$ cat src/rtl/param_bound_flasher.sv
// Thermometer LED flasher: a single up/down count walks a fixed sequence of ramps
// between parameterised bounds, with flick-driven kickbacks at the lower turning points.
//
// state | meaning
// IDLE  | waiting for flick, cnt held at 0
// UP1   | ramp up to N
// DN1   | ramp down to B1 (kickback point)
// UP2   | ramp up to B2
// DN2   | ramp down to 0
// UP3   | ramp up to N
// DN3   | ramp down to 0, then loop or finish
module param_bound_flasher #(
   parameter int N  = 16,
   parameter int B1 = 5,
   parameter int B2 = 10
) (
   input  logic         clk,
   input  logic         rst_n,
   input  logic         flick,
   input  logic         loop,
   output logic [N-1:0] LED,
   output logic         busy,
   output logic         done
);

   localparam int CW = $clog2(N + 1);

   localparam logic [CW-1:0] C_ZERO = '0;
   localparam logic [CW-1:0] C_ONE  = CW'(1);
   localparam logic [CW-1:0] C_N    = CW'(N);
   localparam logic [CW-1:0] C_NM1  = CW'(N - 1);
   localparam logic [CW-1:0] C_B1   = CW'(B1);
   localparam logic [CW-1:0] C_B1P1 = CW'(B1 + 1);
   localparam logic [CW-1:0] C_B2   = CW'(B2);
   localparam logic [CW-1:0] C_B2M1 = CW'(B2 - 1);

   if (!(B1 > 0 && B1 < B2 && B2 < N)) begin : g_bad_params
      $error("param_bound_flasher: requires 0 < B1 < B2 < N");
   end

   typedef enum logic [2:0] {
      IDLE = 3'd0,
      UP1  = 3'd1,
      DN1  = 3'd2,
      UP2  = 3'd3,
      DN2  = 3'd4,
      UP3  = 3'd5,
      DN3  = 3'd6
   } phase_t;

   phase_t        phase, phase_nx;
   logic [CW-1:0] cnt, cnt_nx;
   logic          done_nx;

   always_ff @(posedge clk or negedge rst_n) begin
      if (!rst_n) begin
         phase <= IDLE;
         cnt   <= '0;
         busy  <= 1'b0;
         done  <= 1'b0;
      end else begin
         phase <= phase_nx;
         cnt   <= cnt_nx;
         busy  <= (phase_nx != IDLE);
         done  <= done_nx;
      end
   end

   // Turning points step in the new direction on the same edge (no dwell).
   always_comb begin
      phase_nx = phase;
      cnt_nx   = cnt;
      done_nx  = 1'b0;
      case (phase)
         IDLE: begin
            cnt_nx = C_ZERO;
            if (flick) begin
               phase_nx = UP1;
               cnt_nx   = C_ONE;
            end
         end
         UP1: begin
            if (cnt == C_N) begin
               phase_nx = DN1;
               cnt_nx   = C_NM1;
            end else begin
               cnt_nx = cnt + C_ONE;
            end
         end
         DN1: begin
            if (cnt == C_B1) begin
               phase_nx = flick ? UP1 : UP2;
               cnt_nx   = C_B1P1;
            end else begin
               cnt_nx = cnt - C_ONE;
            end
         end
         UP2: begin
            if (cnt == C_B2) begin
               phase_nx = DN2;
               cnt_nx   = C_B2M1;
            end else begin
               cnt_nx = cnt + C_ONE;
            end
         end
         DN2: begin
            if (cnt == C_B1 && flick) begin
               phase_nx = UP2;
               cnt_nx   = C_B1P1;
            end else if (cnt == C_ZERO) begin
               phase_nx = flick ? UP2 : UP3;
               cnt_nx   = C_ONE;
            end else begin
               cnt_nx = cnt - C_ONE;
            end
         end
         UP3: begin
            if (cnt == C_N) begin
               phase_nx = DN3;
               cnt_nx   = C_NM1;
            end else begin
               cnt_nx = cnt + C_ONE;
            end
         end
         DN3: begin
            if (cnt == C_B1 && flick) begin
               phase_nx = UP3;
               cnt_nx   = C_B1P1;
            end else if (cnt == C_ZERO) begin
               if (flick) begin
                  phase_nx = UP3;
                  cnt_nx   = C_ONE;
               end else if (loop) begin
                  phase_nx = UP1;
                  cnt_nx   = C_ONE;
               end else begin
                  phase_nx = IDLE;
                  cnt_nx   = C_ZERO;
                  done_nx  = 1'b1;
               end
            end else begin
               cnt_nx = cnt - C_ONE;
            end
         end
         default: begin
            phase_nx = IDLE;
            cnt_nx   = C_ZERO;
         end
      endcase
   end

   for (genvar i = 0; i < N; i++) begin : g_led
      assign LED[i] = (cnt > CW'(i));
   end

endmodule

$ cat config.mk
export PLATFORM = sky130hd
export DESIGN_NAME = param_bound_flasher
export DESIGN_NICKNAME = d
export VERILOG_FILES = /design/src/rtl/param_bound_flasher.sv
export SDC_FILE = /design/constraint.sdc
export NUM_CORES = 1
export LEC_CHECK = 0
export ABC_AREA = 1
export BUFFER_PORTS_ARGS = -buffer_cell sky130_fd_sc_hd__buf_2
export CAP_MARGIN = 0
export CORE_ASPECT_RATIO = 0.7
export CORE_UTILIZATION = 40
export DETAILED_ROUTE_END_ITERATION = 7
export HOLD_SLACK_MARGIN = 0.06
export PLACE_DENSITY = 0.59
export RECOVER_POWER = 100
export SETUP_SLACK_MARGIN = 0.05
export SYNTH_ARGS = -nofsm -noshare
export SYNTH_HDL_FRONTEND = slang
export SYNTH_SLANG_ARGS = --single-unit
$ cat constraint.sdc
create_clock -name clk -period 4.3 [get_ports clk]
set_input_delay 0.43 -clock clk [delete_from_list [all_inputs] [get_ports clk]]
set_output_delay 0.43 -clock clk [all_outputs]
set_load 0.02 [all_outputs]
==> results of run 1 <==
==> cells in the final DEF (no fill, tap or decap), drive strengths merged, types with 2 or more instances in the layout <==
cell,n
dfrtp,10
clkbuf,21
nor2,22
nor3,3
or2,2
ha,6
nand2,29
nand4,6
o21ai,10
o31ai,2
buf,4
xor2,3
inv,20
a21oi,9
nand3,14
==> state kept, by name, indices dropped and copies added, names as in the netlist <==
name,cells
phase,3
done,1
busy,1
cnt,5
==> metal layers <==
layer	part of all wire	vias to the layer above	routed length, um	track usage
li1	-	531	-	-
met1	0.54	480	1450	0.360
met2	0.40	32	1070	0.260
met3	0.061	0	162	0.0657
met4	0	0	0	0.0133
met5	0	-	0	0
==> power breakdown <==
part	switching [uW]	leakage (uW)	total, uW	internal, uW
combinational	463	0.000426	652	189
sequential	61.0	0.000127	191	130
clock	34.3	0.0000210	85.8	51.5
==> layout make-up <==
| cell class | count | area [um2] |
|---|---|---|
| tap | 32 | 40.0 |
| multi-input combinational | 113 | 631 |
| fill | 249 | 1130 |
| clock buffer | 4 | 36.3 |
| timing repair buffer | 22 | 93.8 |
| sequential | 10 | 250 |
| inverter | 20 | 75.1 |
==> logic make-up after synthesis <==
kind of cell,count (synthesis)
DFF,10
and+or+nand+nor,79
xor gates and xnor gates,3
adders and majority gates,6
buffers and inverters,22
AOI/OAI and AO/OA,25
==> through the flow <==
step           total power [uW]  hold slack [ns]  utilization  instances  setup WS, ns
2_1_floorplan               696            0.134            -        145          2.49
3_3_place_gp                883            0.303        0.499        196          2.46
3_5_place_dp                884            0.305        0.499        196          2.43
4_1_cts                     972            0.432        0.520        201          2.13
5_1_grt                    1010            0.452        0.498        201          1.58
6_report                    929            0.441        0.498        201          1.71
==> final timing paths <==
check	cells after the start	end	from
worst max-delay path	3	LED[0]	cnt[4]$_DFF_PN0_
worst min-delay path	3	done$_DFF_PN0_	loop
worst max register to register	8	busy$_DFF_PN0_	cnt[4]$_DFF_PN0_
worst min register to register	3	cnt[0]$_DFF_PN0_	phase[0]$_DFF_PN0_
max in group asynchronous	2	busy$_DFF_PN0_	rst_n
min in group asynchronous	2	cnt[2]$_DFF_PN0_	rst_n
==> worst max-delay path, stage by stage, from the launching register on <==
cell and delay [ns]:
dfrtp_1 0.52, nor2_1 0.58, nand3_1 0.49, clkbuf_1 0.29
==> timing repair <==
item                                   CTS  global route
endpoints found under the hold margin   10             0
resized for setup                        0             0
hold buffers                             1             0
==> metrics.md, run 1 <==
| Metric | Value |
|---|---|
| Worst R2R Setup Slack | `~2.0 ns` |
| Status | `complete, no violations` |
| DRT Pass-1 Iters | `4` |
| Syn nets | `155` |
| CTS tree | `yes` |
| Dominant synthesized flop cell | `dfrtp_1` |
| Fin crit share | `0.602` |
| Most frequent cell after synthesis | `nand2_1` |
| Largest net degree at the start of global routing | `13` |
| Number of setup violations in the final report | `0` |
| Hold crit path type | `in2reg` |
| Maximum vdd drop | `341 uV` |
| Clock skew | `0.00838 ns` |
| Post-synthesis mux area share | `0` |
| # rows | `14` |
| DP Area | `1130 um2` |
| Vias in the first global route | `843` |
| CTS buffer count | `3` |
| Achievable clock frequency | `0.386 GHz` |
| Synthesized area | `about 1000 um2` |
| Clock Latency Late Sink | `approximately 0.27 ns` |
| Share of cells above drive strength 1 | `0.130` |
| PwrDens | `about 820 nW/um2` |
| Synth Area in XOR/XNOR | `0.0263` |
| Simple-Gate Fraction of Synth Area | `0.416` |
| Area share of the largest cell type after synthesis | `0.250` |
| Async set-reset flop share out of synthesis | `1.00` |
| Reg clk slew, reported paths | `0.06 ns` |
| Placed wire-length estimate | `2.18 mm` |
| DR vias/cell | `5.19` |
| Die Ht | `approximately 44 um` |
| Input/output buffers | `21` |
| First-pass GRT wire length | `4.13 mm` |
| # DRC | `0` |
| Nets | `180` |
| Slew HR | `0.565` |
| Antenna-violating nets left | `0` |
| Syn Inst Count | `145` |
| H-tree levels | `1` |
| Initial antenna violation count | `0` |
| Syn avg cell area | `6.89 um2` |
| Sequential share of the synthesized area | `0.250` |
| Compound-Gate Fraction of Synth Area | `0.141` |
| Gr ovfl total | `0` |
| Top area cells in the synthesized netlist | `dfrtp_1 (25%), nand2_1 (9.4%), ha_1 (7.5%)` |
| RSZ-0062 raised after global routing | `no` |
| Ports | `22` |
| Root Driver | `clkbuf_4` |
| Worst-Margin Slew | `0.651 ns` |
| CP endpoint kind | `output pin` |
| Max Transition Viols Final | `0` |
| Crit-path max FO | `10` |
| Area Overhead vs Synth | `12.6%` |
| Core region area | `2260 um2` |
| Synth cell types | `30` |
| Number of diodes | `0` |
| Setup_tns | `0 ns` |
| Fin area | `1130 um2` |
| Flops & latches, synth | `10` |
| YS warnings | `0` |
| Postcts setup bufs | `0` |
| Worst Setup Start Kind | `flop` |
| Tmin final | `2.59 ns` |
| Final Hold Fails | `0` |
| Top cell type by total area after synthesis | `dfrtp_1` |
| Placer Congestion | `0.871` |
| Commonest cells in the netlist | `nand2_1 (25), inv_1 (18), nor2_1 (18)` |
| WP data arrival | `2.16 ns` |
| Total GRT Usage | `0.212` |
| Largest family of logic cells by synthesized area | `simple AND/OR/NAND/NOR gates` |
| Clk buf depth | `2` |
| Initial Util | `0.442` |
| DRT iter0 DRCs | `54` |
| Average wire per standard cell | `13.3 um` |
| WP data required | `3.87 ns` |
| Clock sinks | `10` |
| Die Area | `2710 um2` |
| DR vias | `between 1,000 and 1,500` |
| Post-synth EDFFs | `0` |
| Synth Area in Adders | `0.0751` |
| Die Span X | `about 62 um` |
| WL final | `2.67 mm` |
| Pleak | `0.000574 uW` |
| Max Cap Viol | `0` |
| Setup Crit Path Kind | `reg2out` |
Power figures use the tool's default switching activity.
==> run 2: changes to the inputs <==
- ABC_AREA: 1 -> 0
- clock period: 4.3 -> 2.7 ns (I/O delays scaled with it)
==> run 2 against run 1 <==
  * Sequential power increased by 110%
  * Non-clock buffer count stayed put
  * Synthesized cell count down 14%
  * Clock-buffer cell count did not move
  * First-iteration DRC count rose by 13%
  * Register-to-register slack worse by 1.6 ns
  * Core utilization shrank 1.3 points
  * Global-route usage grew 2.7 points
  * Die area down 4.1%
  * Setup slack got worse by 1.4 ns
  * Design area is 4.8% lower
  * Critical endpoint is now busy$_DFF_PN0_
  * Highest routed layer is now met4
==> metrics.md, run 2 <==
| Metric | Value |
|---|---|
| Number of setup violations in the final report | `0` |
| RSZ-0062 raised after global routing | `no` |
| Area Overhead vs Synth | `12.0%` |
| First-pass GRT wire length | `4.60 mm` |
| Share of cells above drive strength 1 | `0.0709` |
| Most frequent cells in the layout | `clkbuf_1 (19), o21ai_0 (17), a21oi_1 (10), nand2_1 (10), dfrtp_1 (10)` |
| Ports | `22` |
| # DRC | `0` |
| Core region area | `2210 um2` |
| Largest net degree at the start of global routing | `19` |
| Initial Util | `0.434` |
| Vias in the first global route | `around 950` |
| Syn nets | `approximately 130` |
| Achievable clock frequency | `0.424 GHz` |
| Clock skew | `0.0136 ns` |
| Slew HR | `0.598` |
| CP peak stage delay | `~0.53 ns` |
| Worst r2r path cells | `7` |
| WP data arrival | `2.50 ns` |
| Gates resized, CTS repair | `0` |
| Status | `complete, no violations` |
| Tmin final | `2.36 ns` |
| Hold crit path type | `in2reg` |
| Die Ht | `roughly 43 um` |
| Placed wire-length estimate | `just over 2 mm` |
| Worst-Margin Slew | `0.603 ns` |
| Pleak | `0.000433 uW` |
| PwrDens | `1460 nW/um2` |
| CP Cell Sequence | `inv_1 -> ha_1 -> mux2_1 -> a32oi_1 -> a221o_2 -> o21ai_0 -> or3_1` |
| Synth cell types | `39` |
| DR vias | `1,058` |
| Syn Inst Count | `roughly 120` |
| Top cell type by total area after synthesis | `dfrtp_1` |
| Input/output buffers | `21` |
| Placer Congestion | `0.960` |
| Gr ovfl total | `0` |
| Reg clk slew, reported paths | `0.08 ns` |
| Async set-reset flop share out of synthesis | `1.00` |
| Average wire per standard cell | `15.9 um` |
| CP endpoint | `busy$_DFF_PN0_` |
| Area share of the largest cell type after synthesis | `0.261` |
| Hold WS | `0.409 ns` |
| R2r endpoint | `busy$_DFF_PN0_` |
| Max FFs per register | `5` |
| Reg-to-Reg Start | `cnt[1]$_DFF_PN0_` |
| Non-filler cells, final | `173` |
| Most frequent cell after synthesis | `o21ai_0` |
| Setup Crit Path Kind | `reg2reg` |
| Clk buf depth | `2` |
| Number of diodes | `0` |
| Sequential share of the synthesized area | `0.261` |
| Clock Latency Late Sink | `roughly 0.28 ns` |
| Top area cells in the synthesized netlist | `dfrtp_1 (26%), o21ai_0 (8.4%), ha_1 (7.8%)` |
| Crit-path max FO | `11` |
| Worst R2R Setup Slack | `0.34 ns` |
| CP endpoint kind | `flop` |
| Maximum vdd drop | `737 uV` |
| Placed cell count | `roughly 170` |
| Flops & latches, synth | `10` |
| Fin crit share | `0.874` |
| CTS tree | `yes` |
| Reg with most FFs | `cnt` |
| Synthesized area | `approximately 960 um2` |
| Post-synth EDFFs | `0` |
| DRT Pass-1 Iters | `7` |
| Antenna-violating nets left | `0` |
| Dominant synthesized flop cell | `dfrtp_1` |
| Setup_tns | `0 ns` |
| # rows | `14` |
| WL final | `2.76 mm` |
| CP startpoint | `cnt[1]$_DFF_PN0_` |
| Commonest non-fill, non-tap cell in the layout | `clkbuf_1` |
| Nets | `roughly 150` |
| Largest regs | `cnt x5, phase x3` |
| Total GRT Usage | `0.240` |
| Max Cap Viol | `0` |
| H-tree levels | `1` |
| WP data required | `about 2.8 ns` |
| Critical-path top delay cell | `dfrtp_1` |
| Worst Setup Start Kind | `flop` |
| Commonest cells in the netlist | `o21ai_0 (16), a21oi_1 (10), dfrtp_1 (10), nand2_1 (10), nor2_1 (9)` |
| Postcts setup bufs | `0` |
| Clock sinks | `10` |
| YS warnings | `0` |
| Max Transition Viols Final | `0` |
| CTS buffer count | `3` |
| DR vias/cell | `6.12` |
| Root Driver | `clkbuf_4` |
| Syn avg cell area | `between 7 and 8 um2` |
| DRT iter0 DRCs | `61` |
| Final Hold Fails | `0` |
| Die Span X | `60.5 um` |
| Initial antenna violation count | `0` |
| Die Area | `around 2600 um2` |
run 2: per-stage QoR:
step	setup WS, ns	area [um2]	utilization	power (uW)
2_1_floorplan	0.557	957	-	1160
3_3_place_gp	0.567	1060	0.479	1440
3_5_place_dp	0.500	1060	0.479	1450
4_1_cts	0.474	1100	0.500	1600
5_1_grt	0.253	1070	0.486	1690
6_report	0.342	1070	0.486	1560
run 2: what timing repair did:
action,4_1_cts,5_1_grt
hold endpoints to repair,10,0
endpoints found under the setup margin,0,0
hold buffers,1,0
run 2: worst min-delay path by stage:
stage / end / start / cells past startpoint / slack (ns)
final: phase[1]$_DFF_PN0_ / flick / 3 / 0.41
after global routing: phase[1]$_DFF_PN0_ / flick / 3 / 0.44
after CTS: cnt[3]$_DFF_PN0_ / rst_n / 2 / 0.39
after detailed placement: busy$_DFF_PN0_ / rst_n / 1 / 0.15
after global placement: cnt[2]$_DFF_PN0_ / rst_n / 1 / 0.15
after floorplan: busy$_DFF_PN0_ / rst_n / 0 / -0.03
run 2: power by group:
group	switching, uW	internal [uW]
clock	58.8	81.9
combinational	674	350
sequential	185	210
run 2: routing by layer:
layer	track usage	vias up	share of wire
met4	0.0364	0	0.0022
met3	0.0457	4	0.081
met5	0	-	0
met2	0.341	63	0.44
li1	-	490	-
met1	0.376	501	0.47
run 2: worst max-delay path, delay by kind of cell (launching register included):
kind                       cells  cell delay (ns)
buffers and inverters          1             0.15
muxes                          1             0.37
AOI/OAI and AO/OA              3             0.48
and+or+nand+nor                1             0.39
DFF                            1             0.53
adders and majority gates      1             0.30
run 2: area by class of cell:
class / count / area (um2)
Fill cell: 239 / 1130
Multi-Input combinational cell: 96 / 621
Sequential cell: 10 / 250
Timing Repair Buffer: 22 / 91.3
Tap cell: 32 / 40.0
Clock buffer: 4 / 36.3
Inverter: 9 / 33.8
run 2: cell families (layout without fill, tap and decap cells):
logic type | after synthesis | count (layout) | synth area share
muxes | 1 | 1 | 0.0157
DFF | 10 | 10 | 0.261
buffers and inverters | 18 | 35 | 0.0824
xor gates and xnor gates | 5 | 5 | 0.0457
and+or+nand+nor | 40 | 40 | 0.229
adders and majority gates | 6 | 6 | 0.0784
AOI/OAI and AO/OA | 44 | 44 | 0.288
